==> config.mk <==
export PLATFORM = sky130hd
export DESIGN_NAME = spi_seq
export DESIGN_NICKNAME = d
export VERILOG_FILES = /design/src/rtl/spi_seq.sv
export SDC_FILE = /design/constraint.sdc
export NUM_CORES = 1
export LEC_CHECK = 0
export BUFFER_PORTS_ARGS = -buffer_cell sky130_fd_sc_hd__buf_2
export CORE_MARGIN = 2
export CORE_UTILIZATION = 66
export CTS_BUF_LIST = sky130_fd_sc_hd__clkbuf_4 sky130_fd_sc_hd__clkbuf_8
export DETAILED_ROUTE_END_ITERATION = 16
export PLACE_DENSITY_LB_ADDON = 0.2
export SYNTH_ARGS = -nofsm -noshare
export SYNTH_HDL_FRONTEND = slang
export SYNTH_SLANG_ARGS = --single-unit
==> constraint.sdc <==
create_clock -name clk -period 4.8 [get_ports clk]
set_input_delay 0.96 -clock clk [delete_from_list [all_inputs] [get_ports clk]]
set_output_delay 0.96 -clock clk [all_outputs]
set_load 0.01 [all_outputs]
==> src/rtl/spi_seq.sv <==
// spi_seq: queues host bytes, strobes each into spi_ctrl, captures replies into an RX FIFO; strobe lands 1 cycle after TX pop.
// Backpressure via tx_ready/rx_valid FIFO flags; issue stalls when RX is full. Busy timeout is built only with SPI_SEQ_TIMEOUT_EN.
module spi_seq_fifo #(
  parameter int DEPTH = 8,
  parameter int WIDTH = 8
) (
  input  logic             clk,
  input  logic             rst,
  input  logic             flush,
  input  logic             push,
  input  logic [WIDTH-1:0] din,
  input  logic             pop,
  output logic [WIDTH-1:0] dout,
  output logic             full,
  output logic             empty
);
  localparam int AW = $clog2(DEPTH);
  localparam logic [AW:0] FULL_CNT = (AW+1)'(DEPTH);

  logic [WIDTH-1:0] mem [DEPTH];
  logic [AW-1:0]    wr_ptr;
  logic [AW-1:0]    rd_ptr;
  logic [AW:0]      count;
  logic             do_push;
  logic             do_pop;

  // A push into a full FIFO is accepted when the head leaves on the same edge.
  assign do_pop  = pop & ~empty;
  assign do_push = push & (~full | do_pop);
  assign full    = (count == FULL_CNT);
  assign empty   = (count == '0);
  assign dout    = mem[rd_ptr];

  always_ff @(posedge clk) begin
    if (do_push) mem[wr_ptr] <= din;
  end

  always_ff @(posedge clk) begin
    if (rst || flush) begin
      wr_ptr <= '0;
      rd_ptr <= '0;
      count  <= '0;
    end else begin
      if (do_push) wr_ptr <= wr_ptr + 1'b1;
      if (do_pop)  rd_ptr <= rd_ptr + 1'b1;
      case ({do_push, do_pop})
        2'b10:   count <= count + 1'b1;
        2'b01:   count <= count - 1'b1;
        default: count <= count;
      endcase
    end
  end
endmodule

module spi_seq #(
  parameter int FIFO_DEPTH = 8,
  parameter int TMO_CYCLES = 131071
) (
  input  logic        clk,
  input  logic        rst,
  input  logic [3:0]  cfg_div,
  input  logic        cfg_cs,
  input  logic        cfg_en,
  input  logic        rx_discard,
  input  logic [7:0]  tx_data,
  input  logic        tx_valid,
  output logic        tx_ready,
  output logic [7:0]  rx_data,
  output logic        rx_valid,
  input  logic        rx_ready,
  output logic        seq_busy,
  output logic        err,
  input  logic        err_clr,
  output logic [15:0] spi_datain,
  input  logic [15:0] spi_dataout,
  output logic        spi_wrh_n
);
  typedef enum logic [1:0] {IDLE, ISSUE, START, WAIT} state_t;

  state_t     state;
  logic [7:0] tx_byte;
  logic [7:0] ctl;
  logic [7:0] tx_head;
  logic       tx_full, tx_empty, rx_full, rx_empty;
  logic       tx_pop, rx_push, tmo_hit, err_q;
  logic       ctrl_busy;
  logic       unused_dout;

  assign ctrl_busy   = spi_dataout[7];
  assign unused_dout = ^spi_dataout[6:0];

  assign tx_ready   = ~tx_full;
  assign rx_valid   = ~rx_empty;
  assign seq_busy   = (state != IDLE) | ~tx_empty;
  assign err        = err_q;
  assign spi_datain = {tx_byte, ctl};

  // RX space is reserved at issue time, so the later capture can never overflow.
  assign tx_pop  = (state == IDLE) & ~tx_empty & cfg_en & ~err_q & (rx_discard | ~rx_full);
  assign rx_push = (state == WAIT) & ~ctrl_busy & ~rx_discard & ~tmo_hit;

  spi_seq_fifo #(.DEPTH(FIFO_DEPTH), .WIDTH(8)) u_tx_fifo (
    .clk   (clk),
    .rst   (rst),
    .flush (tmo_hit),
    .push  (tx_valid & tx_ready),
    .din   (tx_data),
    .pop   (tx_pop),
    .dout  (tx_head),
    .full  (tx_full),
    .empty (tx_empty)
  );

  spi_seq_fifo #(.DEPTH(FIFO_DEPTH), .WIDTH(8)) u_rx_fifo (
    .clk   (clk),
    .rst   (rst),
    .flush (1'b0),
    .push  (rx_push),
    .din   (spi_dataout[15:8]),
    .pop   (rx_valid & rx_ready),
    .dout  (rx_data),
    .full  (rx_full),
    .empty (rx_empty)
  );

`ifdef SPI_SEQ_TIMEOUT_EN
  localparam int CW = $clog2(TMO_CYCLES + 1);
  logic [CW-1:0] tmo_cnt;

  assign tmo_hit = ((state == START) || (state == WAIT)) && (tmo_cnt == CW'(TMO_CYCLES - 1));

  always_ff @(posedge clk) begin
    if (rst) begin
      tmo_cnt <= '0;
      err_q   <= 1'b0;
    end else begin
      if ((state == START) || (state == WAIT)) tmo_cnt <= tmo_cnt + 1'b1;
      else                                     tmo_cnt <= '0;
      if (tmo_hit)      err_q <= 1'b1;
      else if (err_clr) err_q <= 1'b0;
    end
  end
`else
  logic unused_tmo;
  assign tmo_hit    = 1'b0;
  assign err_q      = 1'b0;
  assign unused_tmo = err_clr ^ (TMO_CYCLES == 0);
`endif

  always_ff @(posedge clk) begin
    if (rst) begin
      state     <= IDLE;
      spi_wrh_n <= 1'b1;
      tx_byte   <= 8'h00;
      ctl       <= 8'h00;
    end else begin
      ctl <= {1'b0, cfg_en, cfg_cs, cfg_div};
      case (state)
        IDLE: if (tx_pop) begin
          state     <= ISSUE;
          tx_byte   <= tx_head;
          spi_wrh_n <= 1'b0;
        end
        ISSUE: begin
          state     <= START;
          spi_wrh_n <= 1'b1;
        end
        START: begin
          if (tmo_hit)        state <= IDLE;
          else if (ctrl_busy) state <= WAIT;
        end
        WAIT: if (tmo_hit || !ctrl_busy) state <= IDLE;
        default: state <= IDLE;
      endcase
    end
  end
endmodule

==> results.sh, run 1 <==
export IMPL_status="completed"
export IMPL_io_pins=65
export IMPL_r2r_slack_ns=1.58
export IMPL_synth_adder_area_share_pct=2.78
export IMPL_holdPathStages=2
export IMPL_initial_utilization_pct=68.5
export IMPL_drive_above_1_share_pct=29.1
export IMPL_antenna_found_initial=0
export IMPL_worstSkewPairLatency_ns=0.44
export IMPL_clkSlewWorstSetupHoldPaths_ns=0.09
export IMPL_synth_xor_area_share_pct=1.43
export IMPL_final_cells=627
export IMPL_synth_edf_count=128
export IMPL_die_y_um=105
export IMPL_cts_tree="yes"
export IMPL_core_area_sq_mm=0.00986
export IMPL_synth_top_family_by_area="multiplexers"
export IMPL_routedWlPerCell_um=18.5
export IMPL_setup_viol=0
export IMPL_cts_sinks=168
export IMPL_ir_drop_v=0.000246
export IMPL_dr_pass1_iters=4
export IMPL_min_to="tx_byte[4]$_SDFFE_PP0P_"
export IMPL_htree_num_levels=4
export IMPL_num_vias=3640
export IMPL_critPathCaptureType="primary output"
export IMPL_cts_hold_buf=0
export IMPL_cts_path_max_buffers=2
export IMPL_remaining_drc_errors=0
export IMPL_cts_resized=0
export IMPL_cp_max_fo=16
export IMPL_grt_use_total_pct=22.1
export IMPL_finalCriticalPeriod_ns=3.51
export IMPL_slew_limit_headroom_pct=28.8
export IMPL_synth_cells=421
export IMPL_reg2reg_depth=11
export IMPL_cts_made_buffers=17
export IMPL_grt_pass1_vias=3680
export IMPL_cts_root_buf="clkbuf_8"
export IMPL_worstSetupStartpointType="register"
export IMPL_yosys_warnings=0
export IMPL_hp_class="register to register"
export IMPL_setup_tns_ns=0
export IMPL_die_w_um=105
export IMPL_grt_first_pass_wirelength_mm=18.3
export IMPL_yosys_top_cells_area="edfxtp_1, dfxtp_1, mux4_2"
export IMPL_drv_cap=0
export IMPL_grt_setup_unrepaired="no"
export IMPL_area_delta_synth_final_pct=11.6
export IMPL_die_area_sq_mm=0.0111
export IMPL_power_density_mw_per_mm2=430
export IMPL_ys_ff_latch=168
export IMPL_slew_viol_final=0
export IMPL_via_per_inst=5.81
export IMPL_ys_seq_area_share_pct=68.7
export IMPL_fmax_mhz=285
export IMPL_synth_compound_area_share_pct=5.68
export IMPL_globalplace_congestion=0.776
export IMPL_grt_remaining_overflow=0
export IMPL_min_period_over_period_pct=73.1
export IMPL_min_from="tx_byte[4]$_SDFFE_PP0P_"
export IMPL_postRouteWirelength_mm=11.6
export IMPL_synthMuxAreaShare_pct=12.6
export IMPL_synthArstFlopShare_pct=0
export IMPL_reg2reg_to="u_tx_fifo.count[2]$_SDFFE_PP0P_"
export IMPL_postCtsSetupRepairBufs=0
export IMPL_n_antenna_cell=0
export IMPL_placed_cells=595
export IMPL_postRouteAntennaNets=0
export IMPL_ys_flop_type="edfxtp_1"
export IMPL_drt_iter0_drc=179
export IMPL_hpwlAfterDp_mm=7.45
export IMPL_synth_cell_types=47
export IMPL_worstReg2RegStart="u_rx_fifo.count[0]$_SDFFE_PP0P_"
export IMPL_netlist_area_sq_mm=0.00676
export IMPL_leakage_nw=2.61
export IMPL_grt_max_degree=34
export IMPL_seq_area_sq_mm=0.00464
export IMPL_rows=36
export IMPL_worstPathArrival_ns=2.55
export IMPL_hold_violations=0
export IMPL_fillCellCount=566
export IMPL_path_class="register to primary output"
export IMPL_yosysTopAreaCell="edfxtp_1"
export IMPL_netlist_area_leader_share_pct=56.9
export IMPL_required_ns=3.84
export IMPL_nets=532
export IMPL_skew_ns=0.00967
export IMPL_worstMarginPinSlew_ns=1.07
export IMPL_multi_input_area_sq_mm=0.00198
export IMPL_synthSimpleGateAreaFrac_pct=6.42
export IMPL_avgSynthCellArea_sq_um=16.1
export IMPL_numPortBuffers=53
how the worst max path moves through the flow:
| stage | start | to | slack, ns | cells after the start |
|---|---|---|---|---|
| final | register | rx_data[3] | 1.29 | 3 |
| after global routing | register | rx_data[3] | 1.11 | 3 |
| after global placement | rx_discard | u_tx_fifo.count[2]$_SDFFE_PP0P_ | 1.55 | 11 |
| after detailed placement | rx_discard | u_tx_fifo.count[2]$_SDFFE_PP0P_ | 1.48 | 11 |
| after CTS | register | rx_data[3] | 1.20 | 3 |
| after floorplan | rx_discard | u_tx_fifo.count[2]$_SDFFE_PP0P_ | 1.87 | 11 |
per-layer routing:
| layer | global-route usage [%] | vias up | part of all wire [%] |
|---|---|---|---|
| met4 | 7.52 | 0 | 1.3 |
| met2 | 40.8 | 89 | 55 |
| li1 | - | 1734 | - |
| met3 | 4.37 | 13 | 3.1 |
| met1 | 25.6 | 1804 | 40 |
| met5 | 0 | - | 0 |
registers in the layout, summed over array words and instances, names as in the netlist, 2 cells and up, named ones only:
name	count
ctl	6
state	2
tx_byte	8
u_rx_fifo.count	4
u_rx_fifo.mem	64
u_rx_fifo.rd_ptr	3
u_rx_fifo.wr_ptr	3
u_tx_fifo.count	4
u_tx_fifo.mem	64
u_tx_fifo.rd_ptr	3
u_tx_fifo.wr_ptr	3
cells by family after synthesis:
group,after synthesis
buf+inv,31
simple gates,80
xor+xnor,11
flops,168
mux,54
compound gates,61
fa+ha+maj,15
other cells,1
worst max-delay path, stage by stage, from the launching register on:
cell,delay (ns)
dfxtp_1,1.03
mux4_2,0.64
mux2_2,0.29
buf_2,0.14
cell type report:
type	count	share of cell area, %
Sequential cell	168	61.6
Timing Repair Buffer	62	4.41
Clock inverter	14	1.84
Tap cell	133	2.21
Multi-Input combinational cell	224	26.2
Inverter	8	0.398
Clock buffer	18	3.29
cells in the mapped netlist (2+ instances only):
library cell	instances
or3_2	2
edfxtp_1	128
ha_1	15
mux2i_1	20
buf_2	6
mux2_2	10
nor3_1	5
nor2b_1	13
nand3_1	5
clkbuf_1	8
xnor2_1	2
or3_1	2
nor3b_1	2
nand2b_1	3
o31ai_1	2
xor2_1	9
nand2_1	11
dfxtp_1	40
inv_1	7
buf_4	4
a21oi_1	27
mux4_2	24
nor2_1	23
o21ai_0	14
nor4b_1	3
buf_6	2
or2_2	5
o22ai_1	8
buf_1	3
where the power goes:
part | leakage (nW) | total (mW) | internal [mW] | switching [mW]
clock network | 0.195 | 0.955 | 0.438 | 0.517
registers | 1.48 | 1.73 | 1.65 | 0.0844
logic | 0.931 | 0.556 | 0.244 | 0.312
cell usage in the layout (no fill, tap or decap), types with 3 or more instances in the layout:
cell,netlist,routed
o21ai_0,14,14
edfxtp_1,128,128
nor2_1,23,23
dfxtp_1,40,40
nor3_1,5,5
clkbuf_8,0,18
o22ai_1,8,8
buf_4,4,9
conb_1,1,3
xor2_1,9,9
inv_6,0,5
ha_1,15,15
nand2b_1,3,3
mux4_2,24,24
nand3_1,5,5
inv_1,7,7
buf_2,6,53
mux2i_1,20,20
nor2b_1,13,13
mux2_2,10,10
nand2_1,11,11
a21oi_1,27,27
or2_2,5,5
through the flow:
stage / total power [mW] / area (sq um) / setup WS [ns] / hold slack (ns) / util [%]
5_1_grt: 3.38 / 7540 / 1.11 / 0.515 / 76.4
3_5_place_dp: 2.32 / 7150 / 1.48 / 0.466 / 72.5
2_1_floorplan: 2.16 / 6770 / 1.87 / 0.454 / -
4_1_cts: 3.27 / 7540 / 1.20 / 0.501 / 76.4
6_report: 3.24 / 7540 / 1.29 / 0.500 / 76.4
3_3_place_gp: 2.29 / 7150 / 1.55 / 0.448 / 72.5
(Power assumes the default switching activity.)
==> run 2, diff against run 1 <==
--- a/config.mk
+++ b/config.mk
@@ -7,7 +7,7 @@
 export LEC_CHECK = 0
 export BUFFER_PORTS_ARGS = -buffer_cell sky130_fd_sc_hd__buf_2
 export CORE_MARGIN = 2
-export CORE_UTILIZATION = 66
+export CORE_UTILIZATION = 55
 export CTS_BUF_LIST = sky130_fd_sc_hd__clkbuf_4 sky130_fd_sc_hd__clkbuf_8
 export DETAILED_ROUTE_END_ITERATION = 16
 export PLACE_DENSITY_LB_ADDON = 0.2
==> constraint.sdc (replaced) <==
create_clock -name clk -period 2.88 [get_ports clk]
set_input_delay 0.576 -clock clk [delete_from_list [all_inputs] [get_ports clk]]
set_output_delay 0.576 -clock clk [all_outputs]
set_load 0.01 [all_outputs]
==> run 2 against run 1 <==
Against the previous run: combinational power increased by 85%; power increased by 70%; worst setup slack worse by 1.3 ns; non-clock buffer count up 20; routed wire length is 4.4% higher; sequential cell count stayed put; global-route usage fell by 2.7 points; die area is 19% higher; critical path type is now register to register; highest routed layer unchanged.
==> results.sh, run 2 (synthesis results as in run 1) <==
export IMPL_status="completed"
export IMPL_numPortBuffers=53
export IMPL_area_delta_synth_final_pct=14.3
export IMPL_setup_tns_ns=0
export IMPL_fmax_mhz=352
export IMPL_holdPathStages=2
export IMPL_n_antenna_cell=0
export IMPL_drive_above_1_share_pct=33.1
export IMPL_clkSlewWorstSetupHoldPaths_ns=0.08
export IMPL_power_density_mw_per_mm2=712
export IMPL_initial_utilization_pct=56.3
export IMPL_die_area_sq_mm=0.0132
export IMPL_setup_viol=0
export IMPL_die_y_um=115
export IMPL_path_class="register to register"
export IMPL_r2r_slack_ns=0.04
export IMPL_wl_met1_mm=5.22
export IMPL_num_vias=3735
export IMPL_final_cells=661
export IMPL_leakage_nw=2.72
export IMPL_place_area_sq_mm=0.00730
export IMPL_min_to="ctl[3]$_SDFF_PP0_"
export IMPL_cts_made_buffers=17
export IMPL_highest_layer="met4"
export IMPL_required_ns=3.22
export IMPL_routedWlPerCell_um=18.3
export IMPL_stdcell_area_sq_mm=0.00773
export IMPL_worstSetupStartpointType="register"
export IMPL_die_w_um=115
export IMPL_grt_max_degree=24
export IMPL_min_from="cfg_div[3]"
export IMPL_cts_root_buf="clkbuf_8"
export IMPL_critPathCaptureType="register"
export IMPL_grt_use_total_pct=19.4
export IMPL_largestRegisters="u_rx_fifo.mem (64), u_tx_fifo.mem (64), tx_byte (8)"
export IMPL_rows=40
export IMPL_routed_wl_met3_um=483
export IMPL_placed_cells=626
export IMPL_cts_tree="yes"
export IMPL_grt_pass1_vias=3667
export IMPL_worstSkewPairLatency_ns=0.45
export IMPL_cts_path_max_buffers=2
export IMPL_drv_cap=0
export IMPL_slew_limit_headroom_pct=44.6
export IMPL_reg2reg_depth=9
export IMPL_globalplace_congestion=0.771
export IMPL_postRouteWirelength_mm=12.1
export IMPL_hold_violations=0
export IMPL_reg2reg_to="u_tx_fifo.count[3]$_SDFFE_PP0P_"
export IMPL_final_common_cell="edfxtp_1"
export IMPL_finalPower_mw=5.50
export IMPL_skew_ns=0.0111
export IMPL_finalCriticalPeriod_ns=2.84
export IMPL_via_per_inst=5.65
export IMPL_worstPathArrival_ns=3.18
export IMPL_fillCellCount=874
export IMPL_drt_iter0_drc=192
export IMPL_core_area_sq_mm=0.0120
export IMPL_hp_class="input port to register"
export IMPL_cts_sinks=168
export IMPL_grt_setup_unrepaired="yes"
export IMPL_cp_max_fo=21
export IMPL_final_util_pct=64.3
export IMPL_io_pins=65
export IMPL_dr_pass1_iters=4
export IMPL_min_period_over_period_pct=98.5
export IMPL_nets=552
export IMPL_final_cell_mix="edfxtp_1, buf_2, dfxtp_1"
export IMPL_postRouteAntennaNets=0
export IMPL_worstReg2RegStart="u_rx_fifo.count[1]$_SDFFE_PP0P_"
export IMPL_met2_length_mm=6.26
export IMPL_grt_remaining_overflow=0
export IMPL_slew_viol_final=0
export IMPL_grt_first_pass_wirelength_mm=18.8
export IMPL_htree_num_levels=4
export IMPL_antenna_found_initial=0
export IMPL_worstMarginPinSlew_ns=0.828
export IMPL_ir_drop_v=0.000506
export IMPL_hpwlAfterDp_mm=7.91
export IMPL_remaining_drc_errors=0
==> run 2: cell types whose count changed in the layout (fill, tap and decap cells not counted), sizes merged <==
| cell | delta |
|---|---|
| clkinv | -1 |
| inv | +2 |
| clkbuf | +1 |
| clkinvlp | -2 |
| buf | +20 |
==> run 2: per-stage QoR <==
step | setup slack [ns] | hold WS (ns)
3_3_place_gp | 0.104 | 0.473
6_report | 0.0427 | 0.337
5_1_grt | -0.0584 | 0.314
3_5_place_dp | 0.0465 | 0.479
2_1_floorplan | 0.0323 | 0.454
4_1_cts | 0.0256 | 0.310
==> run 2: critical path, cell delays in order (launching register included) <==
cell	delay, ns
dfxtp_4	0.37
or4b_4	0.57
o2111ai_4	0.21
inv_2	0.06
buf_4	0.21
ha_1	0.38
nor4bb_2	0.34
a22oi_1	0.14
o31ai_1	0.09
mux2_2	0.36
==> run 2: timing repair <==
action | 4_1_cts | 5_1_grt
endpoints found under the setup margin | 0 | 3
hold buffers | 0 | 0
setup buffers | 0 | 3
gates resized for setup | 0 | 7
==> run 2: layout make-up <==
type,count,area (sq um),share of cell area [%]
flip-flops and latches,168,4650,60.2
multi-input cells,224,2000,25.8
repair buffers,82,483,6.25
clock buffers,19,255,3.30
well taps,147,184,2.38
clock inverters,13,129,1.67
inverters,8,30.0,0.389
==> run 2: worst max path at each step <==
stage / from / endpoint / slack [ns] / depth (start not counted)
finish: u_rx_fifo.count[1]$_SDFFE_PP0P_ / u_tx_fifo.count[3]$_SDFFE_PP0P_ / 0.04 / 9
global route: u_rx_fifo.count[1]$_SDFFE_PP0P_ / u_tx_fifo.count[3]$_SDFFE_PP0P_ / -0.06 / 9
CTS: u_rx_fifo.count[2]$_SDFFE_PP0P_ / u_tx_fifo.count[3]$_SDFFE_PP0P_ / 0.03 / 9
detailed placement: u_rx_fifo.count[2]$_SDFFE_PP0P_ / u_tx_fifo.count[3]$_SDFFE_PP0P_ / 0.05 / 9
global placement: u_rx_fifo.count[2]$_SDFFE_PP0P_ / u_tx_fifo.count[3]$_SDFFE_PP0P_ / 0.10 / 9
floorplan: u_rx_fifo.count[2]$_SDFFE_PP0P_ / u_tx_fifo.count[2]$_SDFFE_PP0P_ / 0.03 / 12
==> run 2: where the power goes <==
| group | total (mW) | internal (mW) | leakage [nW] | switching (mW) |
|---|---|---|---|---|
| sequential | 2.86 | 2.74 | 1.48 | 0.119 |
| clock | 1.61 | 0.741 | 0.200 | 0.872 |
| combinational | 1.03 | 0.464 | 1.03 | 0.564 |
| total | 5.50 | 3.95 | 2.72 | 1.56 |
==> run 2: metal layers <==
metal / up-vias / global-route usage, %
li1: 1776 / -
met1: 1878 / 23.4
met2: 65 / 33.7
met3: 16 / 5.32
met4: 0 / 6.99
met5: - / 0
==> run 3, diff against run 2 <==
--- a/config.mk
+++ b/config.mk
@@ -5,7 +5,7 @@
 export SDC_FILE = /design/constraint.sdc
 export NUM_CORES = 1
 export LEC_CHECK = 0
-export BUFFER_PORTS_ARGS = -buffer_cell sky130_fd_sc_hd__buf_2
+export BUFFER_PORTS_ARGS = -buffer_cell sky130_fd_sc_hd__buf_4
 export CORE_MARGIN = 2
 export CORE_UTILIZATION = 55
 export CTS_BUF_LIST = sky130_fd_sc_hd__clkbuf_4 sky130_fd_sc_hd__clkbuf_8
==> run 3 against run 2 <==
Against the previous run: power rose by 3.8%; worst setup slack improved by 0.081 ns; sequential power barely moved; first-iteration DRC count rose by 67%; non-clock buffer count fell by 4; via count fell by 1.2%; clock power rose by 9%; cell count fell by 0.61%; count of clock-buffer cells in the layout fell by 2; maximum frequency rose by 2.9%.
==> results.sh, run 3 (synthesis results as in run 1) <==
export IMPL_worstMarginPinSlew_ns=0.883
export IMPL_area_delta_synth_final_pct=16.7
export IMPL_use_met1_pct=24.9
export IMPL_final_common_cell="edfxtp_1"
export IMPL_num_vias=3692
export IMPL_ir_drop_v=0.000568
export IMPL_p_clk_share_pct=30.8
export IMPL_min_to="ctl[3]$_SDFF_PP0_"
export IMPL_required_ns=3.26
export IMPL_cts_root_buf="clkbuf_8"
export IMPL_whs_ns=0.336
export IMPL_hp_class="input port to register"
export IMPL_htree_num_levels=4
export IMPL_largestRegisters="u_rx_fifo.mem (64), u_tx_fifo.mem (64), tx_byte (8)"
export IMPL_antenna_found_initial=0
export IMPL_met2_usage_pct=32.9
export IMPL_slew_limit_headroom_pct=40.9
export IMPL_die_y_um=115
export IMPL_grt_use_total_pct=19.6
export IMPL_rows=40
export IMPL_worstSkewPairLatency_ns=0.44
export IMPL_drv_cap=0
export IMPL_routedWlPerCell_um=18.3
export IMPL_finalCriticalPeriod_ns=2.76
export IMPL_place_area_sq_mm=0.00742
export IMPL_holdPathStages=2
export IMPL_grt_setup_unrepaired="no"
export IMPL_postRouteAntennaNets=0
export IMPL_internal_power_mw=4.14
export IMPL_drt_iter0_drc=321
export IMPL_cp_max_fo=6
export IMPL_postRouteWirelength_mm=12.1
export IMPL_initial_utilization_pct=56.3
export IMPL_final_cell_mix="edfxtp_1, buf_4, dfxtp_1"
export IMPL_drive_above_1_share_pct=32.7
export IMPL_path_class="register to register"
export IMPL_leakage_nw=2.75
export IMPL_worstSetupStartpointType="register"
export IMPL_cts_tree="yes"
export IMPL_status="completed"
export IMPL_seq_power_share_pct=49.8
export IMPL_grt_use_met3_pct=4.53
export IMPL_n_antenna_cell=0
export IMPL_die_area_sq_mm=0.0132
export IMPL_dr_pass1_iters=4
export IMPL_grt_first_pass_wirelength_mm=19.1
export IMPL_hold_violations=0
export IMPL_comb_power_share_pct=19.4
export IMPL_numPortBuffers=53
export IMPL_power_density_mw_per_mm2=724
export IMPL_reg2reg_to="u_tx_fifo.count[2]$_SDFFE_PP0P_"
export IMPL_worstReg2RegStart="u_rx_fifo.count[0]$_SDFFE_PP0P_"
export IMPL_min_period_over_period_pct=95.7
export IMPL_skew_ns=0.00833
export IMPL_hpwlAfterDp_mm=7.72
export IMPL_via_per_inst=5.62
export IMPL_grt_busiest_layer="met2"
export IMPL_reg2reg_depth=11
export IMPL_fmax_mhz=363
export IMPL_slew_viol_final=0
export IMPL_min_from="cfg_div[3]"
export IMPL_remaining_drc_errors=0
export IMPL_stdcell_area_sq_mm=0.00789
export IMPL_grt_remaining_overflow=0
export IMPL_grt_pass1_vias=3674
export IMPL_r2r_slack_ns=0.12
export IMPL_nets=548
export IMPL_core_area_sq_mm=0.0120
export IMPL_power_share_switching_pct=27.5
export IMPL_cts_made_buffers=17
export IMPL_worstPathArrival_ns=3.14
export IMPL_die_w_um=115
export IMPL_grt_max_degree=34
export IMPL_setup_tns_ns=0
export IMPL_io_pins=65
export IMPL_cts_sinks=168
export IMPL_cts_path_max_buffers=2
export IMPL_globalplace_congestion=0.804
export IMPL_setup_viol=0
export IMPL_power_switching_mw=1.57
export IMPL_clkSlewWorstSetupHoldPaths_ns=0.09
export IMPL_critPathCaptureType="register"
[run 3: cell types whose count changed in the layout (fill, tap and decap cells not counted), moves of 2 or more]
cell | previous run | this run
ha_4 | 0 | 2
buf_2 | 53 | 0
inv_6 | 8 | 4
clkinvlp_4 | 0 | 2
bufinv_16 | 1 | 3
buf_4 | 29 | 78
[run 3: critical path, stage by stage (launching register included)]
cell and delay [ns]:
dfxtp_4 0.37, or4b_4 0.58, o2111ai_4 0.22, inv_2 0.08, ha_4 0.18, nor2b_1 0.14
or2_2 0.30, ha_1 0.20, a21oi_2 0.12, xor2_1 0.09, or3_1 0.31, a21oi_1 0.13
[run 3: power by group through the flow]
stage | Clock (mW) | Sequential (mW) | Combinational [mW]
floorplan | 0 | 2.90 | 0.711
global placement | 0 | 2.89 | 1.06
detailed placement | 0 | 2.90 | 1.09
CTS | 1.80 | 2.84 | 1.10
global route | 1.90 | 2.86 | 1.23
finish | 1.76 | 2.84 | 1.11
[run 3: through the flow]
step                      worst slack [ns]  instances  power (mW)  utilization (%)
after floorplan                     0.0323        423        3.61                -
after global placement               0.101        624        3.94             61.7
after detailed placement            0.0558        624        3.98             61.7
after CTS                           0.0381        656        5.74             65.3
after global routing               0.00696        657        6.00             65.7
final                                0.123        657        5.71             65.7
[run 3: worst max path at each step]
stage	from	slack, ns	to	cells past startpoint
global placement	u_rx_fifo.count[2]$_SDFFE_PP0P_	0.10	u_tx_fifo.count[3]$_SDFFE_PP0P_	9
CTS	u_rx_fifo.count[2]$_SDFFE_PP0P_	0.04	u_tx_fifo.count[2]$_SDFFE_PP0P_	11
floorplan	u_rx_fifo.count[2]$_SDFFE_PP0P_	0.03	u_tx_fifo.count[2]$_SDFFE_PP0P_	12
detailed placement	u_rx_fifo.count[2]$_SDFFE_PP0P_	0.06	u_tx_fifo.count[3]$_SDFFE_PP0P_	9
finish	u_rx_fifo.count[0]$_SDFFE_PP0P_	0.12	u_tx_fifo.count[2]$_SDFFE_PP0P_	11
global route	u_rx_fifo.count[0]$_SDFFE_PP0P_	0.007	u_tx_fifo.count[2]$_SDFFE_PP0P_	11
[run 3: routing by layer]
metal | vias up | routed length [um]
met4 | 0 | 228
met2 | 75 | 6220
met3 | 18 | 388
met5 | - | 0
li1 | 1761 | -
met1 | 1838 | 5220
[run 3: area by class of cell]
type | count | area (sq um)
Clock buffer | 17 | 234
Clock inverter | 15 | 190
Fill cell | 874 | 4130
Inverter | 8 | 30.0
Multi-Input combinational cell | 224 | 2010
Sequential cell | 168 | 4650
Tap cell | 147 | 184
Timing Repair Buffer | 78 | 586
[run 3: repair_timing]
action / in CTS / in global routing
buffers inserted: 0 / 1
hold endpoints to repair: 0 / 0
setup endpoints to repair: 0 / 3
gates resized for setup: 0 / 8
hold buffers: 0 / 0
